File: config.mk
export PLATFORM = sky130hd
export DESIGN_NAME = product_accumulator_flat
export DESIGN_NICKNAME = d
export VERILOG_FILES = /design/src/rtl/product_accumulator_pkg.sv /design/src/rtl/product_accumulator_if.sv /design/src/rtl/product_accumulator_sat_adder.sv /design/src/rtl/product_accumulator.sv /design/src/flat_wrapper.sv
export SDC_FILE = /design/constraint.sdc
export NUM_CORES = 1
export LEC_CHECK = 0
export ABC_AREA = 1
export CORE_MARGIN = 3
export CORE_UTILIZATION = 35
export DETAILED_ROUTE_END_ITERATION = 10
export GPL_TIMING_DRIVEN = 0
export RECOVER_POWER = 100
export SLEW_MARGIN = 30
export SYNTH_ARGS = -nofsm -noshare
export SYNTH_HDL_FRONTEND = slang
export SYNTH_SLANG_ARGS = --single-unit
export TNS_END_PERCENT = 20
File: constraint.sdc
create_clock -name clk -period 4.4 [get_ports clk]
set_clock_uncertainty 0.15 [all_clocks]
set_input_delay 0.44 -clock clk [delete_from_list [all_inputs] [get_ports clk]]
set_output_delay 0.44 -clock clk [all_outputs]
set_load 0.02 [all_outputs]
File: src/rtl/product_accumulator_pkg.sv
// Shared types and default widths for the product accumulator.
package product_accumulator_pkg;

    // Frame control states; encodings are fixed so other blocks can decode them.
    typedef enum logic [1:0] {
        StIdle  = 2'd0,
        StAccum = 2'd1,
        StHold  = 2'd2
    } acc_state_e;

    // Default widths match the 2x2 multiplier feeding this block.
    localparam int unsigned DefaultProdW = 4;
    localparam int unsigned DefaultAccW  = 8;
    localparam int unsigned DefaultN     = 4;

    // Counter width able to hold 0..n.
    function automatic int unsigned cnt_width(input int unsigned n);
        return (n < 1) ? 1 : $clog2(n + 1);
    endfunction

endpackage

File: src/rtl/product_accumulator_if.sv
// Product input stream and frame-result output handshake.
interface product_accumulator_if
    import product_accumulator_pkg::*;
#(
    parameter int unsigned PROD_W = DefaultProdW,
    parameter int unsigned ACC_W  = DefaultAccW
) ();

    // Product stream from the multiplier.
    logic              in_valid;
    logic              in_ready;
    logic [PROD_W-1:0] in_prod;

    // Frame result towards the consumer.
    logic              out_valid;
    logic              out_ready;
    logic [ACC_W-1:0]  out_sum;
    logic              out_ovf;

    // Seen from the accumulator.
    modport slave (
        input  in_valid,
        input  in_prod,
        input  out_ready,
        output in_ready,
        output out_valid,
        output out_sum,
        output out_ovf
    );

    // Seen from the producer/consumer side.
    modport master (
        output in_valid,
        output in_prod,
        output out_ready,
        input  in_ready,
        input  out_valid,
        input  out_sum,
        input  out_ovf
    );

endinterface

File: src/rtl/product_accumulator_sat_adder.sv
// Unsigned saturating adder: acc + prod clamped to the accumulator range.
module product_accumulator_sat_adder
    import product_accumulator_pkg::*;
#(
    parameter int unsigned PROD_W = DefaultProdW,
    parameter int unsigned ACC_W  = DefaultAccW
) (
    input  logic [ACC_W-1:0]  a_i,
    input  logic [PROD_W-1:0] b_i,
    output logic [ACC_W-1:0]  sum_o,
    output logic              ovf_o
);

    // One extra bit exposes the carry out of the accumulator range.
    logic [ACC_W:0] wide_sum;

    // Add with headroom, then clamp to all-ones on carry.
    always_comb begin
        wide_sum = {1'b0, a_i} + {{(ACC_W + 1 - PROD_W){1'b0}}, b_i};
        ovf_o    = wide_sum[ACC_W];
        sum_o    = ovf_o ? {ACC_W{1'b1}} : wide_sum[ACC_W-1:0];
    end

endmodule

File: src/rtl/product_accumulator.sv
// Sums frames of N products into a saturating accumulator and hands each
// frame total downstream with a valid/ready handshake.
module product_accumulator
    import product_accumulator_pkg::*;
#(
    parameter int unsigned N      = DefaultN,
    parameter int unsigned PROD_W = DefaultProdW,
    parameter int unsigned ACC_W  = DefaultAccW
) (
    input  logic                         clk,
    input  logic                         rst,
    input  logic                         clear,
    output logic                         busy,
    product_accumulator_if.slave         bus
);

    localparam int unsigned CntW = cnt_width(N);
    // cnt value before the edge that accepts the last product of a frame.
    localparam logic [CntW-1:0] LastCnt = CntW'(N - 1);

    acc_state_e        state_q, state_d;
    logic [ACC_W-1:0]  acc_q, acc_d;
    logic [CntW-1:0]   cnt_q, cnt_d;
    logic              ovf_q, ovf_d;
    logic [ACC_W-1:0]  sum_q, sum_d;
    logic              sum_ovf_q, sum_ovf_d;

    logic              accept;
    logic              last_item;
    logic [ACC_W-1:0]  add_a;
    logic [ACC_W-1:0]  add_sum;
    logic              add_ovf;
    logic              frame_ovf;

    // Handshake and status outputs depend on state only.
    always_comb begin
        bus.in_ready  = (state_q != StHold);
        bus.out_valid = (state_q == StHold);
        busy          = (state_q == StAccum);
        bus.out_sum   = sum_q;
        bus.out_ovf   = sum_ovf_q;
    end

    // Adder operands: a fresh frame always starts from zero.
    always_comb begin
        accept    = bus.in_valid && bus.in_ready;
        last_item = (cnt_q == LastCnt);
        add_a     = (state_q == StAccum) ? acc_q : '0;
    end

    product_accumulator_sat_adder #(
        .PROD_W (PROD_W),
        .ACC_W  (ACC_W)
    ) u_sat_adder (
        .a_i   (add_a),
        .b_i   (bus.in_prod),
        .sum_o (add_sum),
        .ovf_o (add_ovf)
    );

    // Sticky overflow including the product being accepted this cycle.
    always_comb begin
        frame_ovf = add_ovf | ((state_q == StAccum) ? ovf_q : 1'b0);
    end

    // Next-state and datapath update; clear aborts everything except out_sum.
    always_comb begin
        state_d   = state_q;
        acc_d     = acc_q;
        cnt_d     = cnt_q;
        ovf_d     = ovf_q;
        sum_d     = sum_q;
        sum_ovf_d = sum_ovf_q;

        if (clear) begin
            state_d = StIdle;
            acc_d   = '0;
            cnt_d   = '0;
            ovf_d   = 1'b0;
        end else begin
            unique case (state_q)
                StIdle, StAccum: begin
                    if (accept) begin
                        acc_d = add_sum;
                        ovf_d = frame_ovf;
                        if (last_item) begin
                            // Frame complete: publish result, counter restarts.
                            state_d   = StHold;
                            cnt_d     = '0;
                            sum_d     = add_sum;
                            sum_ovf_d = frame_ovf;
                        end else begin
                            state_d = StAccum;
                            cnt_d   = cnt_q + CntW'(1);
                        end
                    end
                end
                StHold: begin
                    if (bus.out_ready) begin
                        state_d = StIdle;
                        acc_d   = '0;
                        cnt_d   = '0;
                        ovf_d   = 1'b0;
                    end
                end
                default: begin
                    state_d = StIdle;
                    acc_d   = '0;
                    cnt_d   = '0;
                    ovf_d   = 1'b0;
                end
            endcase
        end
    end

    // State registers with synchronous reset taking priority over all inputs.
    always_ff @(posedge clk) begin
        if (rst) begin
            state_q   <= StIdle;
            acc_q     <= '0;
            cnt_q     <= '0;
            ovf_q     <= 1'b0;
            sum_q     <= '0;
            sum_ovf_q <= 1'b0;
        end else begin
            state_q   <= state_d;
            acc_q     <= acc_d;
            cnt_q     <= cnt_d;
            ovf_q     <= ovf_d;
            sum_q     <= sum_d;
            sum_ovf_q <= sum_ovf_d;
        end
    end

endmodule

File: src/flat_wrapper.sv
// flat-port wrapper written by rule: the top's interface ports become plain ports
module product_accumulator_flat import product_accumulator_pkg::*;
#(
    parameter int unsigned N      = DefaultN,
    parameter int unsigned PROD_W = DefaultProdW,
    parameter int unsigned ACC_W  = DefaultAccW
)
  (clk, rst, clear, busy, bus_in_valid, bus_in_prod, bus_out_ready, bus_in_ready, bus_out_valid, bus_out_sum, bus_out_ovf);
  product_accumulator_if #(.PROD_W(PROD_W), .ACC_W(ACC_W)) bus_i ();
  input  logic clk;
  input  logic rst;
  input  logic clear;
  output logic busy;
  input wire logic [$bits(bus_i.in_valid)-1:0] bus_in_valid;
  input wire logic [$bits(bus_i.in_prod)-1:0] bus_in_prod;
  input wire logic [$bits(bus_i.out_ready)-1:0] bus_out_ready;
  output wire logic [$bits(bus_i.in_ready)-1:0] bus_in_ready;
  output wire logic [$bits(bus_i.out_valid)-1:0] bus_out_valid;
  output wire logic [$bits(bus_i.out_sum)-1:0] bus_out_sum;
  output wire logic [$bits(bus_i.out_ovf)-1:0] bus_out_ovf;
  assign bus_i.in_valid = bus_in_valid;
  assign bus_i.in_prod = bus_in_prod;
  assign bus_i.out_ready = bus_out_ready;
  assign bus_in_ready = bus_i.in_ready;
  assign bus_out_valid = bus_i.out_valid;
  assign bus_out_sum = bus_i.out_sum;
  assign bus_out_ovf = bus_i.out_ovf;
  product_accumulator #(.N(N), .PROD_W(PROD_W), .ACC_W(ACC_W)) u_core (.clk(clk), .rst(rst), .clear(clear), .busy(busy), .bus(bus_i));
endmodule
== After elaboration in Yosys (flattened, before gate mapping) ==
Index checks and enable logic that the tools add are counted.
Widths: inputs -> output; s select.

* Bits in registers: 23
* Logic and storage cells: 39

* $add $sub $neg: 2
* Equal/unequal tests: 6
* Multiplexer cells: 17
* Bitwise gates (word level): 2
* Reduce and logical (&&, ||, !) cells: 6

{| class="wikitable"
|+ Operators with widths
! kind !! number
|-
| $mux 8 || 4
|-
| $pmux 8 s2 || 1
|-
| $add 8x4->9 || 1
|-
| $mux 3 || 3
|-
| $mux 2 || 3
|-
| $pmux 3 s2 || 1
|-
| $ne 2x2->1 const B || 2
|-
| $pmux 2 s2 || 1
|-
| $reduce_and 4->1 || 1
|-
| $reduce_or 2->1 || 2
|-
| $add 3x1->3 const B || 1
|-
| $eq 3x2->1 const B || 1
|-
| $mux 1 || 3
|-
| $eq 2x1->1 const B || 1
|-
| $eq 2x2->1 const B || 1
|-
| $logic_not 2->1 || 1
|-
| $ne 2x1->1 const B || 1
|-
| $pmux 1 s2 || 1
|-
| $reduce_and 2->1 || 1
|-
| $logic_and 1x1->1 || 1
|-
| $not 1->1 || 1
|-
| $or 1x1->1 || 1
|}

== Logic depth before layout (Yosys ltp) ==
Gate-level depths: netlist of the first run.

* Word-level depth: 6
* Depth in mapped cells: 12
* Mapped depth without buffers: 12

== Hierarchy ==
Synthesis of the first run repeated with hierarchy kept, for this count alone.

* Cells, all modules: 211
* Area, all modules: 1,323.8 sq um

{| class="wikitable"
|+ Modules (own cells, without submodules)
! module !! instances !! cells each !! area an instance (sq um)
|-
| product_accumulator || 1 || 158 || 1,026.0
|-
| product_accumulator_sat_adder || 1 || 53 || 297.8
|}

== Worst setup path before layout of the first run ==
No wires, ideal clock.

* Path kind: register to register
* Start point: register u_core.state_q[1]
* End point: register u_core.sum_q[5], in the netlist u_core.bus.out_sum[5]
* Library setup time: 0.115 ns
* Data arrival time: 1.802 ns
* Data required time: 4.135 ns
* Setup slack: 2.332 ns
* Stages on the path, launching flop included: 12
* Clock period less this slack: 2.068 ns
* Cells stage by stage: dfxtp_1 > inv_2 > nand2_2 > nor2_1 > ha_1 > fa_1 > nand3_1 > nand3_1 > nand4_2 > nand3_1 > o21ai_0 > inv_1

* Longest elaborated chain between the ends: 4
* Elaborated cells between the ends (all ways): 9
* Classes of those cells: add/sub (1); eq/ne (2); mux (2); reduce/logical (4)

{| class="wikitable"
|+ RTL lines
! what !! RTL line !! text
|-
| start, declared || product_accumulator.sv:21 || <nowiki>acc_state_e state_q, state_d;</nowiki>
|-
| start signal, assigned || product_accumulator.sv:119 || <nowiki>state_q <= StIdle;</nowiki>
|-
| start signal, assigned || product_accumulator.sv:126 || <nowiki>state_q <= state_d;</nowiki>
|-
| $eq 2x1->1 || product_accumulator.sv:48, product_accumulator.sv:81 ||
|-
| $mux 8 || product_accumulator.sv:48 || <nowiki>add_a = (state_q == StAccum) ? acc_q : '0;</nowiki>
|-
| $add 8x4->9 || product_accumulator_sat_adder.sv:19 || <nowiki>wide_sum = {1'b0, a_i} + {{(ACC_W + 1 - PROD_W){1'b0}}, b_i};</nowiki>
|-
| $mux 8 || product_accumulator_sat_adder.sv:21 || <nowiki>sum_o = ovf_o ? {ACC_W{1'b1}} : wide_sum[ACC_W-1:0];</nowiki>
|-
| end signal, assigned || product_accumulator.sv:130 || <nowiki>sum_q <= sum_d;</nowiki>
|-
| end, declared || product_accumulator.sv:25 || <nowiki>logic [ACC_W-1:0] sum_q, sum_d;</nowiki>
|}

Several ways; a longest one is shown, not always the timed one.
A chain may end at the register's enable or synchronous reset.

== Final worst setup path of the first run ==
* Start point: register u_core.state_q[1]
* End point: register u_core.sum_q[4], in the netlist u_core.bus.out_sum[4]

Same word-level chain as after synthesis.

==> out/metrics.sh, run 1 <==
CP.REQUIRED_NS=4.48
WORST_PATH_MAX_DELAY_CELL='fa_1'
GRT_MAX_DEGREE=14
NUMBER_OF_HOLD_REPAIR_BUFFERS_ADDED_AT_THE_CTS_STAGE=0
POST_CTS_SETUP_BUFFER_COUNT=0
FIN_NETS=221
TOTAL_POWER_W=0.0003424
ANTENNA_CELLS_INSERTED=0
CLK_PATH_BUF_DEPTH=2
NETLIST.TOP_CELL.BY_AREA='dfxtp_1'
SYNTH_NETS=197
MAXCLOCKFREQUENCY_MHz=394.2
DP_HPWL_UM=2016
FINALINSTANCEAREA_UM2=1501
R2R_START='u_core.state_q[1]'
FINAL_CORE_OCC_PCT=44.30
DETAILROUTE.VIA_COUNT=1117
WORSTPATHARRIVAL_NS=2.62
CLK_PIN_SLEW_WORST_PATHS_NS=0.13
DRT_ITER0_MARKERS=20
TIMING.FINAL.SETUP_VIOLATIONS=0
POST_DRT_WL_PER_CELL_UM=9.873
SYNTH.CELL_AREA_UM2=1252
FF2FF_PATH_DEPTH=11
CLK_LATENCY_NS=0.32
GLOBALPLACE.CONGESTION=0.8555
GLOBALROUTETOTALUTIL_PCT=12.88
PLACEABLECOREAREA_UM2=3390
YS_TYPES=23
CTS-RESIZED-GATES=0
TOTAL_POWER_DENSITY_PER_CELL_AREA_nW_PER_UM2=228.0
SYNTHESIS.INSTANCES=182
REGTOREGENDPOINT='u_core.bus.out_sum[4]'
PATH_CLASS='reg2reg'
STARTING_DENSITY_OF_THE_CORE_PCT=36.95
FIRST_GLOBAL_VIAS=1043
CRITICAL_PATH.MAX_STAGE_DELAY_NS=0.40
TRITONCTS='built'
PLACEMENTROWS=21
TIMING.REG2REG.SETUP_SLACK_NS=1.86
RSZ_0062_RAISED_AFTER_GLOBAL_ROUTING='false'
IO_PINS=21
DRC_ERRORS=0
FINAL.MIN_CLOCK_PERIOD_NS=2.537
HOLD_END='u_core.cnt_q[0]'
AREA_GROWTH_PCT=19.88
WORSTHOLDSTART='u_core.cnt_q[0]'
CTS_ROOT_CELL='clkbuf_4'
DRT_PRE_ANTENNA_ITERS=4
PERIOD_SHARE_PCT=57.66
CTS_BUFFERS=3
GRT_FIRST_PASS_WIRELENGTH_UM=4395
CRITPATHLAUNCHTYPE='register'
PORT_BUFFERS=19
VDD_IR_DROP_MAX_mV=0.07424
GR-TOTAL-OVERFLOW=0
HOLD_VIOLATIONS=0
FP.DIEW_UM=65.82
CRIT_PATH_CELL_TRACE='inv_1 > nand2_1 > nor2_1 > ha_1 > fa_1 > nand3_1 > nand3_1 > nand4_1 > nand3_1 > o21ai_0 > inv_1'
POSTROUTEWIRELENGTH_UM=2478
YOSYSTOPAREACELLSHARE_PCT=36.76
DIE_Y_UM=65.82
DIE_FOOTPRINT_UM2=4332
POST_DP_CELL_AREA_UM2=1500
SETUP_TNS_NS=0
CLOCK-SINKS=23
ROUTED_VIAS_INST=4.450
WORST_SLEW_MARGIN_REL_PCT=70.24
POWER.LEAKAGE_nW=0.7117
FILL_CELLS=347
LAYOUT_CELL_SHARE_WITH_DRIVE_STRENGTH_BEYOND_1_PCT=5.854
TIMING.CRITICAL_PATH.FANOUT_MAX=8
SYNTH_SEQUENTIAL_AREA_RATIO_PCT=36.76
OUTCOME='finished, final reports clean'
CRIT_TOP_CELL='nand3_1'
ENDPOINT_KIND='register'
SYNTH_SEQ_CELLS=23
CTS.HTREE.LEVELS=1
WORST_SLEW_PIN_SLEW_NS=0.4464
SYNTH_TOP_CELLS_BY_AREA='dfxtp_1 (37%), inv_1 (11%), nand2_1 (10%), a21oi_1 (8.4%), nand3_1 (6.0%)'
MIN_DELAY_PATH_DEPTH=1
POST_SYNTHESIS_MEAN_INSTANCE_AREA_UM2=6.882
DRV_SLEW=0
TIGHTEST_HOLD_CHECK_TYPE='reg2reg'
YOSYSWARNINGS=0
DETAIL-ROUTE-ANTENNA-NETS=0
CAP_VIOLATIONS=0
INITIAL_ANTENNA_VIOLATION_COUNT=0
[metal layers]
metal  GRT usage, %  vias to the layer above  share of wire (%)
met3          2.041                        5                2.9
met2          21.65                       19                 46
li1               -                      618                  -
met4          6.218                        0                1.8
met1          15.87                      475                 49
met5              0                        -                  0
[power by group]
group | switching [W] | internal (W)
clock network | 0.0000667 | 0.0000341
registers | 0.00000141 | 0.000211
logic | 0.0000174 | 0.0000123
total | 0.0000855 | 0.000257
[area by class of cell]
type                    instances  area [um2]  area share [%]
plain buffers                   5       35.03           2.333
clock buffers                   3       22.52           1.500
clock inverters                 1       5.005          0.3333
inverters                      39       147.6           9.833
multi-input cells             115       583.1           38.83
flip-flops and latches         23       460.4           30.67
well taps                      46       57.56           3.833
repair buffers                 19       190.2           12.67
[kinds of logic (layout without fill, tap and decap cells)]
logic type / count (synthesis) / count (layout) / synth area share, %
DFF: 23 / 23 / 36.76
xor gates and xnor gates: 1 / 1 / 0.6994
AOI/OAI and AO/OA: 37 / 37 / 15.68
buffers and inverters: 44 / 67 / 15.18
adders and majority gates: 6 / 6 / 6.593
and+or+nand+nor: 71 / 71 / 25.07
[how the worst max path moves through the flow]
stage / slack [ns] / end / depth (start not counted) / start
2_1_floorplan: 2.33 / u_core.bus.out_sum[5] / 11 / u_core.state_q[1]
3_3_place_gp: 1.82 / u_core.bus.out_sum[7] / 9 / bus_in_prod[0]
6_report: 1.86 / u_core.bus.out_sum[4] / 11 / u_core.state_q[1]
4_1_cts: 2.05 / u_core.bus.out_sum[3] / 11 / u_core.state_q[1]
5_1_grt: 1.61 / u_core.bus.out_sum[3] / 11 / u_core.state_q[1]
3_5_place_dp: 1.84 / u_core.bus.out_sum[3] / 9 / bus_in_prod[0]
[sequential cells by signal (all words and copies together) (netlist names)]
signal / cells
u_core.bus.out_ovf: 1
u_core.ovf_q: 1
u_core.acc_q: 8
u_core.bus.out_sum: 8
u_core.state_q: 2
u_core.cnt_q: 3
[cells in the final DEF, fill, tap and decap left out]
| cell type | instances |
|---|---|
| nand2_2 | 2 |
| a21oi_2 | 1 |
| nand3_1 | 15 |
| inv_1 | 37 |
| or2_1 | 2 |
| buf_6 | 2 |
| nand2_1 | 35 |
| nor2_1 | 14 |
| dlygate4sd3_1 | 13 |
| inv_2 | 1 |
| buf_2 | 1 |
| clkinv_2 | 2 |
| o21ai_0 | 14 |
| fa_1 | 1 |
| dfxtp_1 | 23 |
| clkdlybuf4s50_1 | 6 |
| xnor2_1 | 1 |
| ha_1 | 5 |
| a21oi_1 | 22 |
| nand4_1 | 3 |
| clkbuf_4 | 3 |
| clkbuf_1 | 2 |
[per-stage QoR]
stage	setup slack (ns)	hold WS, ns	instances
after floorplan	2.332	0.2821	182
after global placement	1.824	0.2999	247
after detailed placement	1.836	0.3012	247
after CTS	2.052	0.3213	251
after global routing	1.609	0.3326	251
final	1.863	0.3161	251
[synth_stat cells]
master	count
nand3_1	15
dfxtp_1	23
o21ai_2	1
nor2_2	1
buf_6	3
xnor2_1	1
nor2_1	13
or2_1	2
clkinv_2	1
nand2_2	3
nand4_2	1
clkbuf_1	1
a21oi_2	2
buf_2	1
nand2_1	34
ha_1	5
o21ai_1	1
inv_1	36
a21oi_1	21
nand4_1	2
inv_2	2
o21ai_0	12
fa_1	1
[critical path: cells and delay by family (launching register included)]
kind / cells / cell delay, ns
flops: 1 / 0.37
simple gates: 6 / 1.00
buf+inv: 2 / 0.15
compound gates: 1 / 0.18
fa+ha+maj: 2 / 0.61
(Power assumes the default switching activity.)
==> inputs of run 2 (changes only) <==
Clock period 4.4 ns to 2.3 ns, I/O delays scaled along.
==> out/metrics.sh, run 2 (synthesis results as in run 1) <==
FINAL.MIN_CLOCK_PERIOD_NS=2.146  # -0.3908 ns
STARTING_DENSITY_OF_THE_CORE_PCT=36.95  # unchanged
GLOBALPLACE.CONGESTION=0.8555  # unchanged
CTS_ROOT_CELL='clkbuf_4'
REGTOREGENDPOINT='u_core.bus.out_sum[7]'
LAYOUT_CELL_SHARE_WITH_DRIVE_STRENGTH_BEYOND_1_PCT=9.709  # +3.9 points
VDD_IR_DROP_MAX_mV=0.1424  # +92%
FINAL_WORST_HOLD_SLACK_NS=0.1110  # -0.2051 ns
DETAILROUTE.VIA_COUNT=1131  # +1.3%
MIN_DELAY_PATH_DEPTH=4  # +3
CPLARGESTDELAYFAMILY='simple AND/OR/NAND/NOR gates'
DP_HPWL_UM=2016  # unchanged
FINALINSTANCEAREA_UM2=1546  # +3.0%
INITIAL_ANTENNA_VIOLATION_COUNT=0  # unchanged
WORSTPATHARRIVAL_NS=2.22  # -0.40 ns
FIRST_GLOBAL_VIAS=1036  # -0.67%
DRV_SLEW=0  # unchanged
TRITONCTS='built'
TIGHTEST_HOLD_CHECK_TYPE='in2reg'
POWER.LEAKAGE_nW=0.7452  # +4.7%
CAP_VIOLATIONS=0  # unchanged
CLK_PATH_BUF_DEPTH=2  # unchanged
GLOBALROUTETOTALUTIL_PCT=12.84  # -0.036 points
FF2FF_PATH_DEPTH=11  # unchanged
FINALWORSTSETUPSLACK_NS=0.1538  # -1.709 ns
CLK_LATENCY_NS=0.32  # about the same
CRIT_PATH_CELL_TRACE='inv_2 > nand2_4 > nor2_1 > ha_1 > fa_1 > nand3_2 > nand3_2 > nand4_4 > nand3_1 > o21ai_0 > inv_1'
ROUTED_VIAS_INST=4.488  # +0.85%
DRT_PRE_ANTENNA_ITERS=4  # unchanged
ENDPOINT_KIND='register'
DIE_Y_UM=65.82  # unchanged
RSZ_0062_RAISED_AFTER_GLOBAL_ROUTING='false'
HOLD_VIOLATIONS=0  # unchanged
DRT_ITER0_MARKERS=12  # -40%
FIN_NETS=222  # +0.45%
MOST_COMMON_CELL_AFTER_LAYOUT_FILL_AND_TAPS_ASIDE='inv_1'
PORT_BUFFERS=19  # unchanged
FP.DIEW_UM=65.82  # unchanged
DETAIL-ROUTE-ANTENNA-NETS=0  # unchanged
PERIOD_SHARE_PCT=93.31  # +36 points
POST_DRT_WL_PER_CELL_UM=10.00  # +1.3%
PLACEABLECOREAREA_UM2=3390  # unchanged
TIMING.REG2REG.SETUP_SLACK_NS=0.15  # -1.71 ns
IO_PINS=21  # unchanged
MAXCLOCKFREQUENCY_MHz=465.9  # +18%
CRIT_TOP_CELL='nand3_2'
POSTROUTEWIRELENGTH_UM=2520  # +1.7%
CRITPATHLAUNCHTYPE='register'
R2R_START='u_core.state_q[1]'
CRITICAL_PATH.N_BUFFERS_INVERTERS=2  # unchanged
GRT_FIRST_PASS_WIRELENGTH_UM=4381  # -0.32%
PLACEMENTROWS=21  # unchanged
PATH_CLASS='reg2reg'
TIMING.CRITICAL_PATH.FANOUT_MAX=8  # unchanged
FILL_CELLS=345  # -0.58%
GRT_MAX_DEGREE=14  # unchanged
CTS_BUFFERS=3  # unchanged
NUMBER_OF_HOLD_REPAIR_BUFFERS_ADDED_AT_THE_CTS_STAGE=0  # unchanged
CLK_PIN_SLEW_WORST_PATHS_NS=0.13  # about the same
ANTENNA_CELLS_INSERTED=0  # unchanged
WORST_SLEW_MARGIN_REL_PCT=70.94  # +0.70 points
CP.REQUIRED_NS=2.38  # -2.10 ns
CRITICAL_PATH.MAX_STAGE_DELAY_NS=0.42  # +0.02 ns
FINAL_CORE_OCC_PCT=45.63  # +1.3 points
DIE_FOOTPRINT_UM2=4332  # unchanged
TOTAL_POWER_DENSITY_PER_CELL_AREA_nW_PER_UM2=423.9  # +86%
MOSTFREQUENTLAYOUTCELLS='inv_1 (36), nand2_1 (34), a21oi_1 (22), dfxtp_1 (22), nor2_1 (14)'
WORST_PATH_MAX_DELAY_CELL='fa_1'
PRE_CTS_SLACK_NS=-0.05406  # -1.890 ns
GR-TOTAL-OVERFLOW=0  # unchanged
DRC_ERRORS=0  # unchanged
TIMING.FINAL.SETUP_VIOLATIONS=0  # unchanged
CLOCK-SINKS=23  # unchanged
AREA_GROWTH_PCT=23.48
POST_DP_CELL_AREA_UM2=1500  # unchanged
WORSTHOLDSTART='rst'
WORST_SLEW_PIN_SLEW_NS=0.4360  # -0.01049 ns
CTS.HTREE.LEVELS=1  # unchanged
HOLD_END='u_core.bus.out_sum[4]'
OUTCOME='finished, final reports clean'
## run 2: cell types whose count changed in the layout (fill, tap and decap cells not counted), sizes merged
cell  before  now
buf        3    4
## run 2: stage by stage
step                std cells  total power [W]  setup TNS, ns
detailed placement        247        0.0004757        -0.3395
finish                    252        0.0006556              0
floorplan                 182        0.0004499              0
CTS                       251        0.0006721              0
global placement          247        0.0004756        -0.3771
global route              252        0.0006882              0
## run 2: worst max path at each step
stage / start / to / slack, ns / cells after the start
after floorplan: u_core.state_q[1] / u_core.bus.out_sum[5] / 0.23 / 11
after global placement: bus_in_prod[0] / u_core.bus.out_sum[7] / -0.07 / 9
after detailed placement: bus_in_prod[0] / u_core.bus.out_sum[3] / -0.05 / 9
after CTS: u_core.state_q[1] / u_core.acc_q[6] / 0.01 / 12
after global routing: u_core.state_q[1] / u_core.bus.out_sum[3] / 0.01 / 11
final: u_core.state_q[1] / u_core.bus.out_sum[7] / 0.15 / 11
## run 2: per-layer routing
metal / vias up / routed length [um] / part of all wire (%) / GRT usage, %
met4: 0 / 45 / 1.8 / 6.218
met2: 21 / 1158 / 46 / 21.53
met5: - / 0 / 0 / 0
li1: 620 / - / - / -
met1: 485 / 1225 / 49 / 15.87
met3: 5 / 91 / 3.6 / 2.041
## run 2: worst reg2reg max path, cell delays in order (launching register included)
cell and delay [ns]:
dfxtp_2 0.37, inv_2 0.07, nand2_4 0.10, nor2_1 0.05
ha_1 0.20, fa_1 0.42, nand3_2 0.11, nand3_2 0.11
nand4_4 0.14, nand3_1 0.14, o21ai_0 0.16, inv_1 0.05
## run 2: final cells by class
class | instances | area (um2) | area share (%)
clock buffer | 3 | 22.52 | 1.456
inverter | 39 | 147.6 | 9.547
timing repair buffer | 20 | 197.7 | 12.78
multi-input combinational | 115 | 619.3 | 40.05
sequential | 23 | 461.7 | 29.85
buffer | 5 | 35.03 | 2.265
clock inverter | 1 | 5.005 | 0.3236
tap | 46 | 57.56 | 3.722
## run 2: what timing repair did
action                     CTS  global route
setup buffers                0             1
setup endpoints to repair   11            18
resized for setup            2             7
## run 2: power by group
part	switching (W)	total (W)	internal [W]	leakage [nW]
Clock	0.000127	0.000192	0.0000651	0.0177
Sequential	0.00000316	0.000406	0.000403	0.186
Combinational	0.0000337	0.0000579	0.0000242	0.541
Total	0.000163	0.000656	0.000492	0.745
==> inputs of run 3 (changes only) <==
Settings changed: CORE_ASPECT_RATIO from default to 0.5.
==> out/metrics.sh, run 3 (synthesis results as in run 1) <==
FIRST_GLOBAL_VIAS=986  # -4.8%
DETAIL-ROUTE-ANTENNA-NETS=0  # unchanged
DRV_SLEW=0  # unchanged
TIGHTEST_HOLD_CHECK_TYPE='in2reg'
DIE_FOOTPRINT_UM2=4376  # +1.0%
TOTAL_POWER_W=0.0007215  # +10%
FILL_CELLS=328  # -4.9%
TIMING.CRITICAL_PATH.FANOUT_MAX=8  # unchanged
CTS_ROOT_CELL='clkbuf_8'
CLOCK-SINKS=23  # unchanged
CTS_BUFFERS=3  # unchanged
PORT_BUFFERS=19  # unchanged
CLK_PIN_SLEW_WORST_PATHS_NS=0.08  # -0.05 ns
MAXCLOCKFREQUENCY_MHz=462.7  # -0.70%
PERIOD_SHARE_PCT=93.97  # +0.66 points
MOST_COMMON_CELL_AFTER_LAYOUT_FILL_AND_TAPS_ASIDE='inv_1'
DRC_ERRORS=0  # unchanged
WORST_SLEW_MARGIN_REL_PCT=69.26  # -1.7 points
STARTING_DENSITY_OF_THE_CORE_PCT=39.07  # +2.1 points
POWER.LEAKAGE_nW=0.7517  # +0.87%
INITIAL_ANTENNA_VIOLATION_COUNT=0  # unchanged
CP.REQUIRED_NS=2.32  # -0.06 ns
GLOBALROUTETOTALUTIL_PCT=13.37  # +0.53 points
WORSTHOLDSTART='rst'
GLOBALPLACE.CONGESTION=0.7620  # -11%
PATH_CLASS='reg2reg'
DP_HPWL_UM=2160  # +7.1%
CLK_LATENCY_NS=0.27  # -0.05 ns
FIN_NETS=221  # -0.45%
ENDPOINT_KIND='register'
POST_DRT_WL_PER_CELL_UM=11.08  # +11%
R2R_START='u_core.state_q[1]'
FINAL_CORE_OCC_PCT=49.06  # +3.4 points
AREA_GROWTH_PCT=25.57
FINAL.MIN_CLOCK_PERIOD_NS=2.161  # +0.01512 ns
VDD_IR_DROP_MAX_mV=0.1722  # +21%
GRT_FIRST_PASS_WIRELENGTH_UM=4698  # +7.2%
TOTAL_POWER_DENSITY_PER_CELL_AREA_nW_PER_UM2=458.8  # +8.2%
PLACEABLECOREAREA_UM2=3206  # -5.4%
GR-TOTAL-OVERFLOW=0  # unchanged
FP.DIEW_UM=90.60  # +38%
PLACEMENTROWS=14  # -33%
FINAL_WORST_HOLD_SLACK_NS=0.1900  # +0.07900 ns
WORSTPATHARRIVAL_NS=2.18  # -0.04 ns
NUMBER_OF_HOLD_REPAIR_BUFFERS_ADDED_AT_THE_CTS_STAGE=0  # unchanged
IO_PINS=21  # unchanged
CRITPATHLAUNCHTYPE='register'
HOLD_VIOLATIONS=0  # unchanged
FF2FF_PATH_DEPTH=11  # unchanged
GRT_MAX_DEGREE=14  # unchanged
CTS.HTREE.LEVELS=1  # unchanged
FINALINSTANCEAREA_UM2=1573  # +1.7%
OUTCOME='finished, final reports clean'
SETUP_TNS_NS=0  # unchanged
MOSTFREQUENTLAYOUTCELLS='inv_1 (36), nand2_1 (34), a21oi_1 (22)'
REGTOREGENDPOINT='u_core.bus.out_sum[4]'
POST_DP_CELL_AREA_UM2=1503  # +0.17%
DIE_Y_UM=48.30  # -27%
ROUTED_VIAS_INST=4.534  # +1.0%
WORST_SLEW_PIN_SLEW_NS=0.4611  # +0.02514 ns
LAYOUT_CELL_SHARE_WITH_DRIVE_STRENGTH_BEYOND_1_PCT=11.22  # +1.5 points
CAP_VIOLATIONS=0  # unchanged
MIN_DELAY_PATH_DEPTH=4  # unchanged
DETAILROUTE.VIA_COUNT=1147  # +1.4%
TRITONCTS='built'
RSZ_0062_RAISED_AFTER_GLOBAL_ROUTING='true'
TIMING.REG2REG.SETUP_SLACK_NS=0.14  # -0.02 ns
TIMING.FINAL.SETUP_VIOLATIONS=0  # unchanged
ANTENNA_CELLS_INSERTED=0  # unchanged
HOLD_END='u_core.bus.out_sum[4]'
POST_CTS_SETUP_BUFFER_COUNT=0  # unchanged
POSTROUTEWIRELENGTH_UM=2804  # +11%
CLK_PATH_BUF_DEPTH=2  # unchanged
DRT_ITER0_MARKERS=69  # +57
CRITICAL_PATH.STARTPOINT='u_core.state_q[1]'
DRT_PRE_ANTENNA_ITERS=4  # unchanged
==> run 3: cell types whose count changed in the layout (fill, tap and decap cells not counted), moves of 3 or more <==
cell,change
clkbuf_4,-3
o21ai_1,+6
o21ai_0,-7
clkbuf_8,+3
==> run 3: layout make-up <==
type                            count  area (um2)  area share, %
Sequential cell                    23       462.9          29.44
Timing Repair Buffer               19       190.2          12.09
Clock buffer                        3       41.29          2.625
Tap cell                           48       60.06          3.819
Inverter                           39       147.6          9.387
Clock inverter                      1       5.005         0.3182
Buffer                              5       42.54          2.705
Multi-Input combinational cell    115       623.1          39.62
==> run 3: stage by stage <==
step	worst slack, ns	std cells
floorplan	0.2324	182
global placement	-0.06401	249
detailed placement	-0.08286	249
CTS	0.02247	253
global route	-0.004128	253
finish	0.1387	253
==> run 3: how the worst max path moves through the flow <==
stage                            endpoint  slack, ns  cells after the start
global placement    u_core.bus.out_sum[3]      -0.06                      9
finish              u_core.bus.out_sum[4]       0.14                     11
CTS                 u_core.bus.out_sum[5]       0.02                     11
floorplan           u_core.bus.out_sum[5]       0.23                     11
detailed placement  u_core.bus.out_sum[5]      -0.08                      9
global route        u_core.bus.out_sum[5]     -0.004                     11
==> run 3: power by group <==
group	internal [W]	total (W)	switching (W)
Combinational	0.0000259	0.0000620	0.0000361
Sequential	0.000402	0.000406	0.00000339
Clock	0.000121	0.000254	0.000133
Total	0.000549	0.000722	0.000172
==> run 3: what timing repair did <==
action | 4_1_cts | 5_1_grt
endpoints found under the hold margin | 0 | 0
endpoints found under the setup margin | 15 | 17
gates resized for setup | 3 | 10
==> run 3: routing by layer <==
layer,wire length (um),GRT usage [%],vias to the layer above
met4,55,6.091,0
met2,1055,17.30,18
met1,1579,20.09,504
li1,-,-,618
met5,0,0,-
met3,113,3.560,7
==> run 3: critical path, cell delays in order, from the launching register on <==
cell and delay (ns):
dfxtp_2 0.36, inv_2 0.08, nand2_4 0.10, nor2_1 0.06, ha_1 0.21, fa_2 0.37, nand3_1 0.13, nand3_2 0.12
nand4_4 0.14, nand3_1 0.16, o21ai_1 0.15, inv_1 0.04
